File: config.mk
export PLATFORM = sky130hd
export DESIGN_NAME = dir_wreq_serializer
export DESIGN_NICKNAME = d
export VERILOG_FILES = /design/src/rtl/dir_mon_pkg.sv /design/src/rtl/wreq_multi_fifo.sv /design/src/rtl/dir_wreq_serializer.sv
export SDC_FILE = /design/constraint.sdc
export NUM_CORES = 2
export LEC_CHECK = 0
export CAP_MARGIN = 5
export CELL_PAD_IN_SITES_DETAIL_PLACEMENT = 0
export CELL_PAD_IN_SITES_GLOBAL_PLACEMENT = 1
export CORE_MARGIN = 3
export CORE_UTILIZATION = 50
export CTS_BUF_LIST = sky130_fd_sc_hd__clkbuf_8
export DETAILED_ROUTE_END_ITERATION = 16
export PLACE_DENSITY_LB_ADDON = 0.12
export SLEW_MARGIN = 20
export SYNTH_ARGS = -nofsm -noshare
export SYNTH_HDL_FRONTEND = slang
export SYNTH_SLANG_ARGS = --single-unit
File: constraint.sdc
create_clock -name clock -period 33.8 [get_ports clock]
set_input_delay 8.45 -clock clock [delete_from_list [all_inputs] [get_ports clock]]
set_output_delay 8.45 -clock clock [all_outputs]
set_load 0.02 [all_outputs]
File: src/rtl/dir_mon_pkg.sv
// Shared types for the directory write-request monitor: record kinds,
// the packed capture record and field-width constants.
package dir_mon_pkg;

  localparam int unsigned PAYLOAD_W = 21;
  localparam int unsigned SET_W     = 9;
  localparam int unsigned WAY_W     = 3;
  localparam int unsigned TIME_W    = 32;
  localparam int unsigned NUM_CH    = 4;

  typedef enum logic [1:0] {
    DIR  = 2'd0,
    TAG  = 2'd1,
    CDIR = 2'd2,
    CTAG = 2'd3
  } wreq_kind_e;

  // Everything captured from a channel except the time stamp.
  typedef struct packed {
    wreq_kind_e             kind;
    logic [SET_W-1:0]       set;
    logic [WAY_W-1:0]       way;
    logic [PAYLOAD_W-1:0]   payload;
  } wreq_body_t;

  typedef struct packed {
    wreq_kind_e             kind;
    logic [SET_W-1:0]       set;
    logic [WAY_W-1:0]       way;
    logic [PAYLOAD_W-1:0]   payload;
    logic [TIME_W-1:0]      stamp;
  } wreq_rec_t;

  localparam int unsigned BODY_W = $bits(wreq_body_t);
  localparam int unsigned REC_W  = $bits(wreq_rec_t);

endpackage

File: src/rtl/wreq_multi_fifo.sv
// FIFO accepting up to NW writes per cycle into consecutive slots and
// draining one entry per cycle; head data reads as zero while empty.
module wreq_multi_fifo #(
  parameter int unsigned DEPTH = 16,
  parameter int unsigned DW    = 35,
  parameter int unsigned NW    = 4
) (
  input  logic                       clock,
  input  logic                       reset_n,
  input  logic [$clog2(NW+1)-1:0]    wr_cnt,
  input  logic [NW-1:0][DW-1:0]      wr_data,
  input  logic                       rd_en,
  output logic                       rd_valid,
  output logic [DW-1:0]              rd_data,
  output logic [$clog2(DEPTH):0]     occupancy
);

  localparam int unsigned AW = $clog2(DEPTH);

  logic [AW:0]   wr_ptr;
  logic [AW:0]   rd_ptr;
  logic [DW-1:0] mem [DEPTH];
  logic          pop;

  // Pointers carry one extra wrap bit, so the difference is the fill level.
  assign occupancy = wr_ptr - rd_ptr;
  assign rd_valid  = (occupancy != '0);
  assign pop       = rd_en && rd_valid;
  assign rd_data   = rd_valid ? mem[rd_ptr[AW-1:0]] : '0;

  always_ff @(posedge clock or negedge reset_n) begin
    if (!reset_n) begin
      wr_ptr <= '0;
      rd_ptr <= '0;
    end else begin
      wr_ptr <= wr_ptr + (AW+1)'(wr_cnt);
      rd_ptr <= rd_ptr + (AW+1)'(pop);
    end
  end

  always_ff @(posedge clock) begin
    for (int unsigned i = 0; i < NW; i++) begin
      if (i < 32'(wr_cnt))
        mem[wr_ptr[AW-1:0] + AW'(i)] <= wr_data[i];
    end
  end

endmodule

File: src/rtl/dir_wreq_serializer.sv
// Captures the four cache dir/tag write channels, packs them into records
// and serializes them over valid/ready. Option: DIR_WREQ_TIMESTAMP_EN.
module dir_wreq_serializer
  import dir_mon_pkg::*;
#(
  parameter int unsigned DEPTH  = 16,
  parameter int unsigned DROP_W = 16
) (
  input  logic                 clock,
  input  logic                 reset_n,
  input  logic                 io_dirWReq_valid,
  input  logic [8:0]           io_dirWReq_bits_set,
  input  logic [2:0]           io_dirWReq_bits_way,
  input  logic                 io_dirWReq_bits_data_dirty,
  input  logic [1:0]           io_dirWReq_bits_data_state,
  input  logic [1:0]           io_dirWReq_bits_data_clientStates_0,
  input  logic [1:0]           io_dirWReq_bits_data_clientStates_1,
  input  logic                 io_dirWReq_bits_data_prefetch,
  input  logic                 io_tagWReq_valid,
  input  logic [8:0]           io_tagWReq_bits_set,
  input  logic [2:0]           io_tagWReq_bits_way,
  input  logic [18:0]          io_tagWReq_bits_tag,
  input  logic                 io_clientDirWReq_valid,
  input  logic [6:0]           io_clientDirWReq_bits_set,
  input  logic [2:0]           io_clientDirWReq_bits_way,
  input  logic [1:0]           io_clientDirWReq_bits_data_0_state,
  input  logic [1:0]           io_clientDirWReq_bits_data_0_alias,
  input  logic [1:0]           io_clientDirWReq_bits_data_1_state,
  input  logic [1:0]           io_clientDirWReq_bits_data_1_alias,
  input  logic                 io_clientTagWreq_valid,
  input  logic [6:0]           io_clientTagWreq_bits_set,
  input  logic [2:0]           io_clientTagWreq_bits_way,
  input  logic [20:0]          io_clientTagWreq_bits_tag,
  output logic                 out_valid,
  input  logic                 out_ready,
  output logic [1:0]           out_kind,
  output logic [8:0]           out_set,
  output logic [2:0]           out_way,
  output logic [20:0]          out_payload,
  output logic [31:0]          out_time,
  output logic                 overflow,
  output logic [DROP_W-1:0]    drop_cnt
);

  localparam int unsigned AW = $clog2(DEPTH);
`ifdef DIR_WREQ_TIMESTAMP_EN
  localparam int unsigned DW = REC_W;
`else
  localparam int unsigned DW = BODY_W;
`endif

  wreq_body_t                body [NUM_CH];
  logic [NUM_CH-1:0]         ch_valid;
  logic [NUM_CH-1:0][DW-1:0] ch_entry;
  logic [NUM_CH-1:0][DW-1:0] slot;
  logic [2:0]                n_enq;
  logic [2:0]                n_drop;
  logic [AW:0]               occ;
  logic [AW:0]               free_slots;
  logic [DW-1:0]             head;
  wreq_rec_t                 out_rec;
  logic [DROP_W:0]           drop_sum;

  assign ch_valid = {io_clientTagWreq_valid, io_clientDirWReq_valid,
                     io_tagWReq_valid, io_dirWReq_valid};

  always_comb begin
    body[0] = '{kind: DIR, set: io_dirWReq_bits_set, way: io_dirWReq_bits_way,
                payload: PAYLOAD_W'({io_dirWReq_bits_data_prefetch,
                                     io_dirWReq_bits_data_clientStates_1,
                                     io_dirWReq_bits_data_clientStates_0,
                                     io_dirWReq_bits_data_state,
                                     io_dirWReq_bits_data_dirty})};
    body[1] = '{kind: TAG, set: io_tagWReq_bits_set, way: io_tagWReq_bits_way,
                payload: PAYLOAD_W'(io_tagWReq_bits_tag)};
    body[2] = '{kind: CDIR, set: SET_W'(io_clientDirWReq_bits_set),
                way: io_clientDirWReq_bits_way,
                payload: PAYLOAD_W'({io_clientDirWReq_bits_data_1_alias,
                                     io_clientDirWReq_bits_data_1_state,
                                     io_clientDirWReq_bits_data_0_alias,
                                     io_clientDirWReq_bits_data_0_state})};
    body[3] = '{kind: CTAG, set: SET_W'(io_clientTagWreq_bits_set),
                way: io_clientTagWreq_bits_way,
                payload: io_clientTagWreq_bits_tag};
  end

`ifdef DIR_WREQ_TIMESTAMP_EN
  logic [TIME_W-1:0] tcnt;

  always_ff @(posedge clock or negedge reset_n) begin
    if (!reset_n) tcnt <= '0;
    else          tcnt <= tcnt + 1'b1;
  end

  always_comb begin
    for (int unsigned i = 0; i < NUM_CH; i++)
      ch_entry[i] = {body[i], tcnt};
  end

  assign out_rec = wreq_rec_t'(head);
`else
  always_comb begin
    for (int unsigned i = 0; i < NUM_CH; i++)
      ch_entry[i] = body[i];
  end

  assign out_rec = wreq_rec_t'({head, {TIME_W{1'b0}}});
`endif

  // Free space is judged on start-of-cycle occupancy; a same-cycle dequeue
  // does not make room, so a full FIFO drops everything that cycle.
  assign free_slots = (AW+1)'(DEPTH) - occ;

  always_comb begin
    slot   = '0;
    n_enq  = '0;
    n_drop = '0;
    for (int unsigned i = 0; i < NUM_CH; i++) begin
      if (ch_valid[i]) begin
        if (32'(n_enq) < 32'(free_slots)) begin
          slot[n_enq[1:0]] = ch_entry[i];
          n_enq            = n_enq + 3'd1;
        end else begin
          n_drop = n_drop + 3'd1;
        end
      end
    end
  end

  wreq_multi_fifo #(
    .DEPTH (DEPTH),
    .DW    (DW),
    .NW    (NUM_CH)
  ) u_fifo (
    .clock     (clock),
    .reset_n   (reset_n),
    .wr_cnt    (n_enq),
    .wr_data   (slot),
    .rd_en     (out_ready),
    .rd_valid  (out_valid),
    .rd_data   (head),
    .occupancy (occ)
  );

  assign drop_sum = {1'b0, drop_cnt} + (DROP_W+1)'(n_drop);

  always_ff @(posedge clock or negedge reset_n) begin
    if (!reset_n) begin
      drop_cnt <= '0;
      overflow <= 1'b0;
    end else if (n_drop != '0) begin
      overflow <= 1'b1;
      drop_cnt <= drop_sum[DROP_W] ? '1 : drop_sum[DROP_W-1:0];
    end
  end

  assign out_kind    = out_rec.kind;
  assign out_set     = out_rec.set;
  assign out_way     = out_rec.way;
  assign out_payload = out_rec.payload;
  assign out_time    = out_rec.stamp;

endmodule

[After elaboration in Yosys (flattened, before gate mapping)]
Memory sizes are Yosys's and may differ from the RTL's.
Index checks and enable logic that the tools add are counted.
Operators by class
  mux-type cells: 43
  order comparisons: 14
  reduce and logical (&&, ||, !) cells: 6
  add/subtract/negate cells: 14
Operator list (number)
  140-bit 2-to-1 mux: 6
  140-bit bitwise mux: 3
  35-bit demux with 2-bit select: 3
  35-bit 2-to-1 mux: 5
  3-bit 2-to-1 mux: 12
  33-bit 2-to-1 mux: 1
  3-bit by 1-bit adder with 3-bit output (second input constant): 6
  16-bit by 3-bit adder with 17-bit output: 1
  16-bit 2-to-1 mux: 1
  3-bit by 5-bit < comparator with 1-bit output: 3
  1-bit 2-to-1 mux: 12
  2-bit by 3-bit < comparator with 1-bit output (second input constant): 3
  4-bit by 2-bit adder with 4-bit output (second input constant): 2
  2-bit by 1-bit greater-or-equal comparator with 1-bit output (second input constant): 3
  1-bit by 3-bit < comparator with 1-bit output (first input constant): 2
  2-bit by 3-bit < comparator with 1-bit output (first input constant): 2
  5-bit by 1-bit adder with 5-bit output: 1
  5-bit by 3-bit adder with 5-bit output: 1
  1-bit by 5-bit < comparator with 1-bit output (first input constant): 1
  5-bit nonzero test: 1
  5-bit subtractor: 1
  5-bit subtractor (first input constant): 1
  4-bit by 1-bit adder with 4-bit output (second input constant): 1
  1-bit logical AND: 4
  3-bit nonzero test: 1
Storage, ports and cells
  output and inout port bits: 85
  logic and storage cells: 82
  memories: 1
  bits in registers: 27
  bits in writable memories: 560
  input port bits: 107
Memory list
  u_fifo.mem: words 16, bits a word 35, rd ports 1, clocked after memory_dff 0, write ports 4, RTL line wreq_multi_fifo.sv:22  | logic [DW-1:0] mem [DEPTH];

[Longest topological paths before layout]
  depth after elaboration: 18
  gate-level depth with buffers: 39
  depth with buffers taken out: 33

[Modules after synthesis]
A second synthesis with hierarchy kept.
Second synthesis, totals
  cell total of the unflattened synthesis: 5301
  area total of the unflattened synthesis: 45082.0 um^2
By module, submodules not included
  wreq_multi_fifo: cells each 4653, area an instance 40938.0 um^2, seq. area each 17066.4 um^2, times used 1
  dir_wreq_serializer: cells each 648, area an instance 4144.0 um^2, seq. area each 425.4 um^2, times used 1

[Worst setup path before layout]
OpenSTA, ideal clock, no wires.
  path kind: input-to-reg
  start: input port io_dirWReq_valid
  end: memory u_fifo.mem[1][0] (enable)
  data arrival time: 17.015 ns
  setup time: 0.550 ns
  setup slack: 16.235 ns
  required time: 33.250 ns
  path buffers: 5
  stages: 23
  cell sequence: clkbuf_1 -> nand3_1 -> inv_1 -> clkbuf_1 -> ha_1 -> o21a_1 -> a31oi_2 -> a21o_1 -> buf_2 -> clkbuf_1 -> nor2_1 -> a21oi_1 -> inv_1 -> ha_1 -> o21a_1 -> nor2_1 -> nor2_2 -> nor2_1 -> clkbuf_1 -> nor3_1 -> o32ai_2 -> nand2_1 -> o311ai_0
RTL lines
  from (decl): RTL line dir_wreq_serializer.sv:11  | input logic io_dirWReq_valid,
  to (decl): RTL line wreq_multi_fifo.sv:22

==> flow_summary.ini <==
[timing]
finalClockSkew_ps = 55.80
slew_violations = 0
clock.fmax_mhz = 62.61
fin_crit_sh = 0.4725
hold_viol = 0
setup_tns_ps = 0
layout_setup_ws_ps = 17830
setup_viol = 0
worst_pin_slew_ps = 1235
slew_headroom = 0.1770
fin_crit_ps = 15970
rsz0062_at_grt = no

[floorplan]
io_pins = 192
die_x_um = 287.5
dieHeight_um = 287.5
rows = 102
placeableCoreArea_mm2 = 0.07798
die_area_mm2 = 0.08265
start_util = 0.5081

[clock_tree]
h-tree-depth = 3
cts_buffer_depth = 3
cts_resized = 0
clk_pin_slew_ps = 60
cts-root-buf = clkbuf_8
post-cts-setup-buffers = 0
cts_buffers = 104
clk_latency_ps = 750
clock_sinks = 587
cts_tree = done
cts_hold_buf = 0

[setup_path]
cpPeakStageDelay_ps = 820
crit_top_cell = buf_4
worstPathArrival_ps = 16320
cp_top_family = buffers and inverters
crit_chain = clkdlybuf4s50_1, nand3_1, inv_1, ha_1, o21a_1, a31oi_2, a21o_1, buf_4, nand2_1, clkinv_1, ha_1, a211oi_1, nand2_1, a21oi_4, o22a_1, o21ai_2, buf_4, and2_1, buf_4, o211ai_1, buf_4
critPathKind = in -> reg
critPathRequiredTime_ps = 34150
critPathLaunchType = primary input
cpMaxStageDelayCell = clkinv_1
reg2reg_slack_ps = 23470
path_buf_inv = 7
cp-end-kind = flip-flop
crit_fanout = 35

[routing]
drc_errors = 0
drtAntennaViolNets = 0
drt_iter0_markers = 6382
routed_wirelength_um = 188400
drt-vias-per-instance = 7.644
vias = 36990
wire_per_inst_um = 38.94
firstDrtPassIters = 8

[synthesis]
seq_area_frac_synth = 0.4415
synth_edf_count = 560
yosys.cell_types.count = 81
synth_warnings = 0
synthesis.area_mm2 = 0.03962
ys.flop_type = edfxtp_1
ys_ff_latch = 587
synthArstFlopShare = 0.04600
syn-mean-instance-area_um2 = 10.69
syn_inst = 3706

[global_route]
grt_max_degree = 56
grt_pass1_vias = 35916
grt_remaining_overflow = 0
antenna_found_initial = 12
track_usage = 0.4461
grt_pass1_wl_um = 262800

[layout]
area_growth_pct = 12.84
utilization = 0.5733
layoutNonFillerInstCount = 4839
finalNetCount = 3860
drive_gt1_frac = 0.1766

[run_status]
status = complete, no violations

[job]
drv_cap = 0

[placed_design]
dp_hpwl_um = 113200
dpl_worst_slack_ps = 17320
gp_congestion = 0.9843
io_buffer_count = 159
dpl.cell_count = 4652

[worst_hold_path]
hp-class = reg -> reg
sequential cells by signal (all words and copies together) (netlist names):
signal	flops
drop_cnt	16
u_fifo.mem	560
overflow	1
u_fifo.wr_ptr	5
u_fifo.rd_ptr	5
logic make-up (layout without fill, tap and decap cells):
kind of cell               count (synthesis)  count (layout)  share of synthesized area
AOI/OAI and AO/OA                       1062            1062                     0.1833
xor gates and xnor gates                  27              27                   0.007042
adders and majority gates                 34              34                    0.01131
buffers and inverters                    537             593                    0.05887
DFF                                      587             587                     0.4415
muxes                                    565             565                     0.2002
other                                      1              38                 0.00009465
and+or+nand+nor                          893             893                    0.09777
synth_stat cells, types with 14 or more instances:
cell,instances,area (um^2)
a32o_1,89,890.9
and2_1,73,456.7
a31oi_1,178,1114
nor3_1,27,135.1
o22a_1,22,192.7
clkbuf_1,282,1059
o22ai_1,298,1864
edfxtp_1,560,16820
inv_1,56,210.2
mux4_2,175,3941
nor2_1,63,236.5
o21ai_0,52,260.3
nand3_1,39,195.2
ha_1,31,387.9
mux2i_2,17,234.0
xnor2_1,16,140.1
buf_4,39,292.8
a222oi_1,18,180.2
o21a_1,14,105.1
buf_2,136,680.7
and3_1,37,231.5
a21oi_1,196,980.9
o211ai_1,25,187.7
dfrtp_1,27,675.7
a22o_1,88,770.7
mux2i_1,362,3623
buf_1,22,82.58
nand2_1,599,2248
per-stage QoR:
step / hold slack, ps / cell area, um^2
after global placement: 453.4 / 42680
after global routing: 493.1 / 44700
after CTS: 488.9 / 44590
after detailed placement: 470.7 / 42750
after floorplan: 464.5 / 39740
final: 487.5 / 44710
metal layers:
metal	GRT usage	up-vias	wire length [um]
li1	-	14392	-
met3	0.1444	834	27480
met1	0.5692	18232	65640
met2	0.6692	3524	82280
met5	0	-	52
met4	0.2547	8	12980
cell usage in the layout, fill, tap and decap left out, types with 72 or more instances in the layout:
cell	instances
nand2_1	599
edfxtp_1	560
o22ai_1	295
mux2i_1	294
a21oi_1	193
buf_4	192
mux4_2	175
a31oi_1	171
clkdlybuf4s50_1	159
clkbuf_8	111
inv_1	97
a32o_1	89
a22o_1	88
and2_1	72
final timing paths:
kind | start | to | cells after the start
max | io_dirWReq_valid | u_fifo.mem[15][6] | 21
min | overflow | overflow | 1
max reg2reg | u_fifo.wr_ptr[0] | u_fifo.mem[15][6] | 29
min reg2reg | overflow | overflow | 1
max in group asynchronous | reset_n | u_fifo.rd_ptr[1] | 2
min in group asynchronous | reset_n | drop_cnt[5] | 2
area by class of cell:
cell class / instances / area, um^2
Inverter: 58 / 217.7
Sequential cell: 587 / 17500
Antenna cell: 6 / 15.01
Multi-Input combinational cell: 2613 / 20700
Clock inverter: 69 / 315.3
Clock buffer: 111 / 1528
Fill cell: 6611 / 33270
Tap cell: 1040 / 1301
Timing Repair Buffer: 355 / 3128
Power is not shown: default switching activity piles up to over one toggle a cycle in this logic, so the estimate is an artifact.
